### src/rtl/crc_pause_stack.sv
// Context LIFO for the pause/unpause controller: saves {key, crc, count} per
// preempted task, restores the top entry on load, flags overflow/underflow.
module crc_pause_stack #(
  parameter int unsigned KEY_WIDTH = 4,
  parameter int unsigned CRC_WIDTH = 32,
  parameter int unsigned CNT_WIDTH = 16,
  parameter int unsigned PTR_WIDTH = 3
) (
  input  logic                 clk,
  input  logic                 rst_n,
  input  logic                 push,
  input  logic                 load,
  input  logic                 pop,
  input  logic                 clear_flags,
  input  logic [KEY_WIDTH-1:0] push_key,
  input  logic [CRC_WIDTH-1:0] push_crc,
  input  logic [CNT_WIDTH-1:0] push_count,
  output logic [KEY_WIDTH-1:0] restore_key,
  output logic [CRC_WIDTH-1:0] restore_crc,
  output logic [CNT_WIDTH-1:0] restore_count,
  output logic                 restore_valid,
  output logic                 empty_n,
  output logic                 full,
  output logic [KEY_WIDTH-1:0] tos_key,
  output logic [PTR_WIDTH:0]   depth,
  output logic                 overflow,
  output logic                 underflow
);

  localparam int unsigned ENTRIES = 2 ** PTR_WIDTH;
  localparam logic [PTR_WIDTH:0] DEPTH_MAX = (PTR_WIDTH + 1)'(ENTRIES);
  localparam logic [PTR_WIDTH:0] ONE       = (PTR_WIDTH + 1)'(1);

  logic [KEY_WIDTH-1:0] mem_key   [ENTRIES];
  logic [CRC_WIDTH-1:0] mem_crc   [ENTRIES];
  logic [CNT_WIDTH-1:0] mem_count [ENTRIES];

  logic                 is_empty;
  logic                 is_full;
  logic [PTR_WIDTH:0]   depth_m1;
  logic [PTR_WIDTH-1:0] top_idx;
  logic [PTR_WIDTH-1:0] wr_idx;
  logic                 wr_en;
  logic                 replace_top;
  logic [PTR_WIDTH:0]   depth_next;
  logic                 ovf_event;
  logic                 unf_event;
  logic                 load_ok;

  always_comb begin
    is_empty = (depth == '0);
    is_full  = (depth == DEPTH_MAX);
    depth_m1 = depth - ONE;
    top_idx  = depth_m1[PTR_WIDTH-1:0];
  end

  // Push+pop on a non-empty stack overwrites the top in place; on an empty
  // stack it degenerates to a plain push.
  always_comb begin
    replace_top = push & pop & ~is_empty;
    wr_en       = push & (replace_top | ~is_full);
    wr_idx      = replace_top ? top_idx : depth[PTR_WIDTH-1:0];
    depth_next  = depth;
    if (push && !replace_top && !is_full) begin
      depth_next = depth + ONE;
    end else if (pop && !push && !is_empty) begin
      depth_next = depth - ONE;
    end
    ovf_event = push & ~pop & is_full;
    unf_event = ((pop & ~push) | load) & is_empty;
    load_ok   = load & ~is_empty;
  end

  always_ff @(posedge clk) begin
    if (wr_en) begin
      mem_key[wr_idx]   <= push_key;
      mem_crc[wr_idx]   <= push_crc;
      mem_count[wr_idx] <= push_count;
    end
  end

  always_ff @(posedge clk or negedge rst_n) begin
    if (!rst_n) begin
      depth         <= '0;
      restore_key   <= '0;
      restore_crc   <= '0;
      restore_count <= '0;
      restore_valid <= 1'b0;
      overflow      <= 1'b0;
      underflow     <= 1'b0;
    end else begin
      depth         <= depth_next;
      restore_valid <= load_ok;
      if (load_ok) begin
        restore_key   <= mem_key[top_idx];
        restore_crc   <= mem_crc[top_idx];
        restore_count <= mem_count[top_idx];
      end
      if (ovf_event)        overflow <= 1'b1;
      else if (clear_flags) overflow <= 1'b0;
      if (unf_event)        underflow <= 1'b1;
      else if (clear_flags) underflow <= 1'b0;
    end
  end

  always_comb begin
    empty_n = ~is_empty;
    full    = is_full;
    tos_key = is_empty ? '0 : mem_key[top_idx];
  end

endmodule

### config.mk
export PLATFORM = sky130hd
export DESIGN_NAME = crc_pause_stack
export DESIGN_NICKNAME = d
export VERILOG_FILES = /design/src/rtl/crc_pause_stack.sv
export SDC_FILE = /design/constraint.sdc
export NUM_CORES = 1
export LEC_CHECK = 0
export CORE_AREA = 4 4 182 184
export DETAILED_ROUTE_END_ITERATION = 16
export DIE_AREA = 0 0 186 188
export PLACE_DENSITY = 0.79
export SLEW_MARGIN = 20
export SYNTH_ARGS = -nofsm -noshare
export SYNTH_HDL_FRONTEND = slang
export SYNTH_SLANG_ARGS = --single-unit
### constraint.sdc
create_clock -name clk -period 7.45 [get_ports clk]
set_input_delay 2.235 -clock clk [delete_from_list [all_inputs] [get_ports clk]]
set_output_delay 2.235 -clock clk [all_outputs]
set_load 0.02 [all_outputs]
==> flow_metrics.env, run 1 <==
export IMPL_required_ns=5.22
export IMPL_max_clock_path_buffers=3
export IMPL_p_leak_nw=7.24
export IMPL_drv_cap=0
export IMPL_core_area_um2=31400
export IMPL_layout_common_cells="416 x edfxtp_1, 192 x mux2_2, 121 x clkdlybuf4s50_1, 86 x o22ai_1, 58 x dfrtp_1"
export IMPL_antenna_found_initial=3
export IMPL_first_pass_iters=5
export IMPL_syn_inst=1035
export IMPL_timing_final_crit_share_pct=79.1
export IMPL_clk_pin_slew_ns=0.06
export IMPL_synth_xor_area_share_pct=0.481
export IMPL_crit_type="flip-flop to output pin"
export IMPL_nNetsFinal=1223
export IMPL_cts_root_buf="clkbuf_16"
export IMPL_async_reset_ff_share_pct=12.4
export IMPL_cpMostUsedCell="inv_1"
export IMPL_die_y_um=188
export IMPL_post_cts_buffers=0
export IMPL_crit_path_end_kind="output pin"
export IMPL_worst_path_max_delay_cell="dfrtp_2"
export IMPL_netlist_area_um2=18500
export IMPL_grt_pass1_wl_um=56900
export IMPL_yosys_area_share_simple_pct=2.82
export IMPL_yosysWarnings=0
export IMPL_post_route_drc_count=0
export IMPL_final_util_pct=68.6
export IMPL_max_vdd_ir_drop_uv=404
export IMPL_cp_arrival_ns=3.66
export IMPL_timing_hold_ws_ns=0.478
export IMPL_synthTopCellsByArea="edfxtp_1 68%, mux2_2 12%, dfrtp_1 8.0%"
export IMPL_slowest_delay_ns=0.79
export IMPL_num_vias=9660
export IMPL_synth_top_family_by_area="multiplexers"
export IMPL_tightest_slew_ns=1.12
export IMPL_die_w_um=186
export IMPL_total_power_mw=9.64
export IMPL_synth_area_leader_cell="edfxtp_1"
export IMPL_cts_inserted_buffers=47
export IMPL_syn_nets=1096
export IMPL_syn_to_final_growth_pct=16.5
export IMPL_io_pins=123
export IMPL_fmax_mhz=170
export IMPL_finalSetupViolCount=0
export IMPL_synth_fa_ha_area_share_pct=0.203
export IMPL_rows=65
export IMPL_finalWeightedCongestion=0.816
export IMPL_rsz0062_at_grt="no"
export IMPL_p_per_area_nw_per_um2=448
export IMPL_fin_ws_ns=1.55
export IMPL_dp_cells=1515
export IMPL_grt_start_max_net_pins=106
export IMPL_min_path_type="flip-flop to flip-flop"
export IMPL_worst_setup_path_start_kind="flip-flop"
export IMPL_initial_core_util_pct=58.9
export IMPL_placed_area_um2=20000
export IMPL_drt_first_iter_violations=770
export IMPL_final_area_um2=21500
export IMPL_wl_per_cell_um=22.8
export IMPL_clk_latency_ns=0.55
export IMPL_gr_total_overflow=0
export IMPL_cts_sinks=475
export IMPL_synth_compound_area_share_pct=6.27
export IMPL_register_area_um2=14000
export IMPL_synth_ff_type="edfxtp_1"
export IMPL_portBuffers=122
export IMPL_syn_avg_cell_area_um2=17.9
export IMPL_grt_usage_pct=20.9
export IMPL_crit_path_max_fanout=49
export IMPL_ant_nets=0
export IMPL_synth_cell_type_count=45
export IMPL_layout_commonest_cell="edfxtp_1"
export IMPL_fin_crit_ns=5.90
export IMPL_synth_seq_area_share_pct=75.6
export IMPL_drive_gt1_share_pct=25.7
export IMPL_finalHoldViolCount=0
export IMPL_status="complete, no violations"
export IMPL_relSlewSlack_pct=25.4
export IMPL_via_per_inst=6.03
export IMPL_synth_seq_cells=475
export IMPL_routed_wl_um=36500
export IMPL_synth_edf_count=416
export IMPL_die_area_um2=35000
export IMPL_place_ws_ns=1.59
export IMPL_dp_hpwl_um=19500
export IMPL_fin_tns_setup_ns=0
export IMPL_drv_slew=0
export IMPL_skew_ns=0.0160
export IMPL_cts_tree="yes"
export IMPL_synthMuxAreaShare_pct=12.6
export IMPL_cts_htree_levels=2
export IMPL_cp_cell_sequence="inv_1, ha_4, inv_1, nand3_1, nand4_1, nor2_1, clkdlybuf4s50_1"
export IMPL_grt_pass1_vias=10000
export IMPL_final_cells=1603
export IMPL_synth_top_area_share_pct=67.6
export IMPL_hold_buffers=0
export IMPL_multi_input_area_um2=4190
export IMPL_nFillCells=1990
export IMPL_cts_resized=0
==> synth_stat cells, drive strengths merged, types with 10 or more instances <==
cell type and n:
inv 10, buf 46, dfrtp 59, edfxtp 416, o22ai 96, mux2i 16
o31ai 48, nand3 18, nand2 57, mux2 192, clkbuf 15
==> sequential cells by signal, indices dropped and copies added, names as in the netlist, 4 cells and up <==
signal	cells
mem_count	128
restore_crc	32
restore_count	16
mem_crc	256
depth	4
restore_key	4
mem_key	32
==> worst paths after layout <==
| kind | start | end | slack [ns] | cells after the start |
|---|---|---|---|---|
| max | depth[0] | tos_key[0] | 1.55 | 7 |
| min | restore_crc[30] | restore_crc[30] | 0.48 | 2 |
| max reg2reg | depth[0] | restore_crc[4] | 2.74 | 7 |
| min reg2reg | restore_crc[30] | restore_crc[30] | 0.48 | 2 |
| max in group asynchronous | rst_n | depth[0] | 4.91 | 1 |
| min in group asynchronous | rst_n | restore_key[2] | 1.86 | 1 |
==> critical path, delay by kind of cell, from the launching register on <==
family                   cells  cell delay (ns)
adder cells (fa/ha/maj)      1             0.73
buffers and inverters        3             1.18
flip-flops                   1             0.79
AND/OR/NAND/NOR              3             0.41
==> cell families (layout without fill, tap and decap cells) <==
logic type                 after synthesis  in the layout
buffers and inverters                   71            236
DFF                                    475            475
xor gates and xnor gates                 5              5
and+or+nand+nor                        108            108
muxes                                  208            208
adders and majority gates                3              3
other                                    0              1
AOI/OAI and AO/OA                      165            165
==> area by class of cell <==
| cell class | count | area share (%) |
|---|---|---|
| flip-flops and latches | 475 | 64.9 |
| clock inverters | 22 | 0.802 |
| clock buffers | 65 | 6.06 |
| repair buffers | 139 | 6.27 |
| diodes | 1 | 0.0116 |
| multi-input cells | 489 | 19.5 |
| well taps | 402 | 2.34 |
| inverters | 10 | 0.174 |
==> power by group <==
group	internal (mW)	switching, mW	total, mW
logic	1.67	2.03	3.71
clock network	1.30	0.942	2.24
registers	3.46	0.232	3.69
==> per-layer routing <==
| metal | part of all wire, % | routed length [µm] | GRT usage [%] |
|---|---|---|---|
| met3 | 6.1 | 2220 | 3.80 |
| met1 | 43 | 15700 | 30.1 |
| met5 | 0.13 | 46 | 0 |
| met2 | 49 | 17900 | 34.0 |
| met4 | 1.6 | 586 | 4.57 |
No activity file was read; power rests on OpenSTA's default activity.
==> run 2: changes to the inputs <==
Clock period 7.45 ns to 5.9 ns, I/O delays scaled along.
==> run 2 against run 1 <==
- first-iteration DRC count increased by 16%
- final area about the same
- setup slack worse by 0.31 ns
- sequential share of layout area is 0.066 points lower
- via count decreased by 0.40%
- critical path depth unchanged
- power is 27% higher
- die area unchanged
- global-route usage shrank 0.14 points
- sequential power is 25% higher
- register-to-register slack worse by 0.53 ns
- largest cell class unchanged
==> flow_metrics.env, run 2 (synthesis gave the netlist of run 1 again) <==
export IMPL_status="complete, no violations"
export IMPL_skew_ns=0.0254
export IMPL_post_route_drc_count=0
export IMPL_crit_type="flip-flop to output pin"
export IMPL_crit_path_max_fanout=10
export IMPL_cts_tree="yes"
export IMPL_wl_per_cell_um=22.7
export IMPL_required_ns=4.13
export IMPL_total_power_mw=12.3
export IMPL_layout_common_cells="416 x edfxtp_1, 192 x mux2_2, 121 x clkdlybuf4s50_1, 86 x o22ai_1, 59 x dfrtp_1"
export IMPL_finalSetupViolCount=0
export IMPL_relSlewSlack_pct=22.6
export IMPL_grt_start_max_net_pins=196
export IMPL_rsz0062_at_grt="no"
export IMPL_dp_hpwl_um=20300
export IMPL_finalHoldViolCount=0
export IMPL_p_per_area_nw_per_um2=569
export IMPL_place_ws_ns=1.34
export IMPL_max_vdd_ir_drop_uv=886
export IMPL_core_area_um2=31400
export IMPL_clkPwrFrac_pct=23.4
export IMPL_routed_wl_um=36300
export IMPL_initial_core_util_pct=58.9
export IMPL_nFillCells=1925
export IMPL_switching_share_pct=33.3
export IMPL_clk_pin_slew_ns=0.06
export IMPL_finalWeightedCongestion=0.785
export IMPL_num_vias=9621
export IMPL_crit_path_start="depth[1]"
export IMPL_fin_crit_ns=4.66
export IMPL_cts_inserted_buffers=46
export IMPL_cts_sinks=475
export IMPL_grt_pass1_vias=10100
export IMPL_cts_resized=0
export IMPL_nNetsFinal=1222
export IMPL_final_util_pct=68.7
export IMPL_portBuffers=122
export IMPL_hold_buffers=0
export IMPL_via_per_inst=6.02
export IMPL_die_area_um2=35000
export IMPL_layout_commonest_cell="edfxtp_1"
export IMPL_grt_usage_pct=20.8
export IMPL_post_cts_buffers=0
export IMPL_slowest_delay_ns=0.63
export IMPL_drv_cap=0
export IMPL_antenna_found_initial=4
export IMPL_syn_to_final_growth_pct=16.6
export IMPL_drv_slew=0
export IMPL_cp_cell_sequence="inv_1, ha_1, xor2_4, nand3_1, nand4_1, nor2_1, clkdlybuf4s50_1"
export IMPL_final_area_um2=21600
export IMPL_regMostFlops="mem_crc"
export IMPL_reg2reg_from="depth[1]"
export IMPL_gr_total_overflow=0
export IMPL_crit_path_end_kind="output pin"
export IMPL_p_leak_nw=7.24
export IMPL_timing_final_crit_share_pct=78.9
export IMPL_fin_ws_ns=1.24
export IMPL_antenna_cells=0
export IMPL_ant_nets=0
export IMPL_max_clock_path_buffers=3
export IMPL_fmax_mhz=215
export IMPL_cts_htree_levels=2
export IMPL_min_path_type="flip-flop to flip-flop"
export IMPL_reg_top3="mem_crc (256), mem_count (128)"
export IMPL_largest_reg_flops=256
export IMPL_p_sw_mw=4.08
export IMPL_seq_power_share_pct=37.6
export IMPL_die_w_um=186
export IMPL_tightest_slew_ns=1.16
export IMPL_drive_gt1_share_pct=25.6
export IMPL_clk_latency_ns=0.55
export IMPL_worst_setup_path_start_kind="flip-flop"
export IMPL_min_from="restore_count[12]"
export IMPL_placed_area_um2=20100
export IMPL_worst_path_max_delay_cell="clkdlybuf4s50_1"
export IMPL_cp_arrival_ns=2.89
export IMPL_cts_root_buf="clkbuf_16"
export IMPL_p_comb_share_pct=39.0
export IMPL_grt_pass1_wl_um=56800
export IMPL_first_pass_iters=6
export IMPL_rows=65
export IMPL_die_y_um=188
export IMPL_drt_first_iter_violations=894
export IMPL_io_pins=123
export IMPL_p_int_mw=8.19
## run 2: cell types whose count changed in the layout (fill, tap and decap cells not counted), sizes merged
cell	before	now
clkinvlp	0	2
clkbuf	65	60
diode	1	0
bufinv	2	4
clkinv	18	16
## run 2: power groups by stage
stage	combinational [mW]	sequential [mW]	clock, mW
floorplan	3.19	4.89	0
global placement	4.69	4.64	0
detailed placement	4.77	4.68	0
CTS	4.82	4.62	2.90
global route	5.12	4.67	3.06
finish	4.79	4.61	2.87
## run 2: area by class of cell
| type | instances | area, µm² | share of cell area [%] |
|---|---|---|---|
| clock buffer | 60 | 1260 | 5.87 |
| clock inverter | 24 | 221 | 1.03 |
| inverter | 10 | 37.5 | 0.174 |
| multi-input combinational | 489 | 4200 | 19.5 |
| sequential | 475 | 14000 | 64.8 |
| tap | 402 | 503 | 2.33 |
| timing repair buffer | 139 | 1360 | 6.30 |
## run 2: critical path: cells and delay by family, from the launching register on
family	cells	cell delay, ns
DFF	1	0.46
xor gates and xnor gates	1	0.21
adders and majority gates	1	0.49
buffers and inverters	2	0.80
and+or+nand+nor	3	0.40
## run 2: path summary, 6_finish.rpt
path | end | cells after the start | slack, ns
setup / recovery | tos_key[1] | 7 | 1.24
hold / removal | restore_count[12] | 2 | 0.47
setup reg to reg | mem_crc[1][12] | 7 | 2.21
hold reg to reg | restore_count[12] | 2 | 0.47
max in group asynchronous | restore_crc[15] | 1 | 3.97
min in group asynchronous | restore_count[12] | 1 | 1.36
## run 2: layer usage
metal  vias to the layer above  global-route usage [%]  wire (µm)
met5                         -                       0         56
met4                         8                    4.79        625
met3                        65                    3.94       2530
met2                       338                    33.6      17700
met1                      4859                    29.9      15400
li1                       4351                       -          -
## run 2: per-stage QoR
stage / hold slack [ns] / TNS, ns / std cells
final: 0.475 / 0 / 1599
after detailed placement: 0.466 / 0 / 1515
after global placement: 0.463 / 0 / 1515
after floorplan: 0.584 / -252.37 / 1035
after global routing: 0.506 / 0 / 1599
after CTS: 0.480 / 0 / 1599
==> run 3: changes to the inputs <==
Clock period 5.9 ns to 4.5 ns, I/O delays scaled along.
==> run 3 against run 2 <==
- clock skew down 0.012 ns
- largest cell class unchanged
- highest routed layer unchanged
- hold slack worse by 0.0037 ns
- sequential cell count unchanged
- critical path depth unchanged
- critical endpoint unchanged
==> flow_metrics.env, run 3 (synthesis gave the netlist of run 1 again) <==
export IMPL_die_y_um=188
export IMPL_io_pins=123
export IMPL_clk_latency_ns=0.54
export IMPL_min_path_type="flip-flop to flip-flop"
export IMPL_post_route_drc_count=0
export IMPL_layout_common_cells="416 x edfxtp_1, 192 x mux2_2, 121 x clkdlybuf4s50_1, 86 x o22ai_1, 59 x dfrtp_1"
export IMPL_max_clock_path_buffers=3
export IMPL_drv_slew=0
export IMPL_p_int_mw=10.9
export IMPL_cts_htree_levels=2
export IMPL_crit_type="flip-flop to output pin"
export IMPL_drive_gt1_share_pct=26.5
export IMPL_wl_per_cell_um=23.6
export IMPL_crit_path_end_kind="output pin"
export IMPL_antenna_found_initial=3
export IMPL_drt_first_iter_violations=813
export IMPL_cpMostUsedCell="inv_1"
export IMPL_p_sw_mw=5.46
export IMPL_seq_power_share_pct=37.0
export IMPL_fmax_mhz=241
export IMPL_gr_total_overflow=0
export IMPL_p_leak_nw=7.35
export IMPL_finalWeightedCongestion=0.778
export IMPL_required_ns=3.15
export IMPL_tightest_slew_ns=1.04
export IMPL_via_per_inst=6.04
export IMPL_relSlewSlack_pct=30.6
export IMPL_switching_share_pct=33.3
export IMPL_clk_pin_slew_ns=0.06
export IMPL_cp_arrival_ns=2.79
export IMPL_slowest_delay_ns=0.62
export IMPL_portBuffers=122
export IMPL_reg_top3="mem_crc (256), mem_count (128)"
export IMPL_cts_root_buf="clkbuf_16"
export IMPL_worst_setup_path_start_kind="flip-flop"
export IMPL_dp_hpwl_um=21100
export IMPL_layout_commonest_cell="edfxtp_1"
export IMPL_first_pass_iters=7
export IMPL_cts_tree="yes"
export IMPL_crit_path_max_fanout=16
export IMPL_dp_cells=1523
export IMPL_die_area_um2=35000
export IMPL_finalHoldViolCount=0
export IMPL_initial_core_util_pct=58.9
export IMPL_num_vias=9725
export IMPL_grt_usage_pct=21.7
export IMPL_clkPwrFrac_pct=23.8
export IMPL_ant_nets=0
export IMPL_grt_pass1_wl_um=58800
export IMPL_p_per_area_nw_per_um2=752
export IMPL_finalSetupViolCount=0
export IMPL_hold_buffers=0
export IMPL_cts_sinks=475
export IMPL_largest_reg_flops=256
export IMPL_routed_wl_um=37900
export IMPL_total_power_mw=16.4
export IMPL_place_ws_ns=0.574
export IMPL_timing_final_crit_share_pct=92.0
export IMPL_fin_ws_ns=0.359
export IMPL_rows=65
export IMPL_nNetsFinal=1231
export IMPL_final_cells=1609
export IMPL_grt_start_max_net_pins=177
export IMPL_grt_pass1_vias=10100
export IMPL_max_vdd_ir_drop_uv=986
export IMPL_syn_to_final_growth_pct=17.9
export IMPL_core_area_um2=31400
export IMPL_rsz0062_at_grt="no"
export IMPL_drv_cap=0
export IMPL_worst_path_max_delay_cell="clkdlybuf4s50_1"
export IMPL_p_comb_share_pct=39.2
export IMPL_cts_inserted_buffers=46
export IMPL_status="complete, no violations"
export IMPL_cp_cell_sequence="inv_1, ha_4, inv_1, nand3_1, nand4_1, nor2_1, clkdlybuf4s50_1"
export IMPL_die_w_um=186
export IMPL_skew_ns=0.0136
export IMPL_fin_crit_ns=4.14
export IMPL_regMostFlops="mem_crc"
run 3: stage by stage:
step | TNS [ns] | utilization [%] | hold WS [ns] | cell area, µm²
after floorplan | -63.39 | - | 0.584 | 18500
final | 0 | 69.4 | 0.471 | 21800
after detailed placement | 0 | 64.4 | 0.465 | 20200
after global routing | 0 | 69.4 | 0.500 | 21800
after global placement | 0 | 64.4 | 0.463 | 20200
after CTS | 0 | 69.4 | 0.478 | 21800
run 3: path summary, 6_finish.rpt:
| path | start | endpoint | slack, ns | depth (start not counted) |
|---|---|---|---|---|
| max | depth[1] | tos_key[1] | 0.36 | 7 |
| min | restore_crc[27] | restore_crc[27] | 0.47 | 2 |
| min in group asynchronous | rst_n | restore_key[3] | 0.95 | 1 |
| min reg2reg | restore_crc[27] | restore_crc[27] | 0.47 | 2 |
| max reg2reg | depth[1] | mem_crc[0][26] | 1.16 | 7 |
| max in group asynchronous | rst_n | restore_crc[11] | 2.95 | 1 |
run 3: area by class of cell:
type	instances	area, µm²
tap	402	503
clock inverter	23	288
multi-input combinational	489	4230
clock buffer	61	1270
sequential	475	14000
fill	1952	9600
timing repair buffer	148	1500
inverter	10	37.5
antenna	1	2.50
run 3: timing repair:
action | 4_1_cts | 5_1_grt
gates resized for setup | 0 | 1
setup buffers | 0 | 1
endpoints found under the setup margin | 0 | 1
run 3: power by group through the flow:
| stage | Combinational, mW | Sequential, mW | Clock [mW] |
|---|---|---|---|
| after floorplan | 4.20 | 6.38 | 0 |
| after global placement | 6.25 | 6.10 | 0 |
| after detailed placement | 6.35 | 6.14 | 0 |
| after CTS | 6.40 | 6.07 | 3.97 |
| after global routing | 6.85 | 6.14 | 4.17 |
| final | 6.42 | 6.06 | 3.91 |
run 3: critical path, delay by kind of cell (launching register included):
family / cells / cell delay (ns)
adders and majority gates: 1 / 0.46
buffers and inverters: 3 / 0.96
DFF: 1 / 0.46
and+or+nand+nor: 3 / 0.37
run 3: routing by layer:
| metal | routed length, µm | track usage (%) | part of all wire, % |
|---|---|---|---|
| met1 | 16100 | 31.2 | 42 |
| met2 | 18800 | 35.4 | 49 |
| met3 | 2350 | 3.53 | 6.2 |
| met4 | 693 | 4.90 | 1.8 |
| met5 | 34 | 0 | 0.090 |
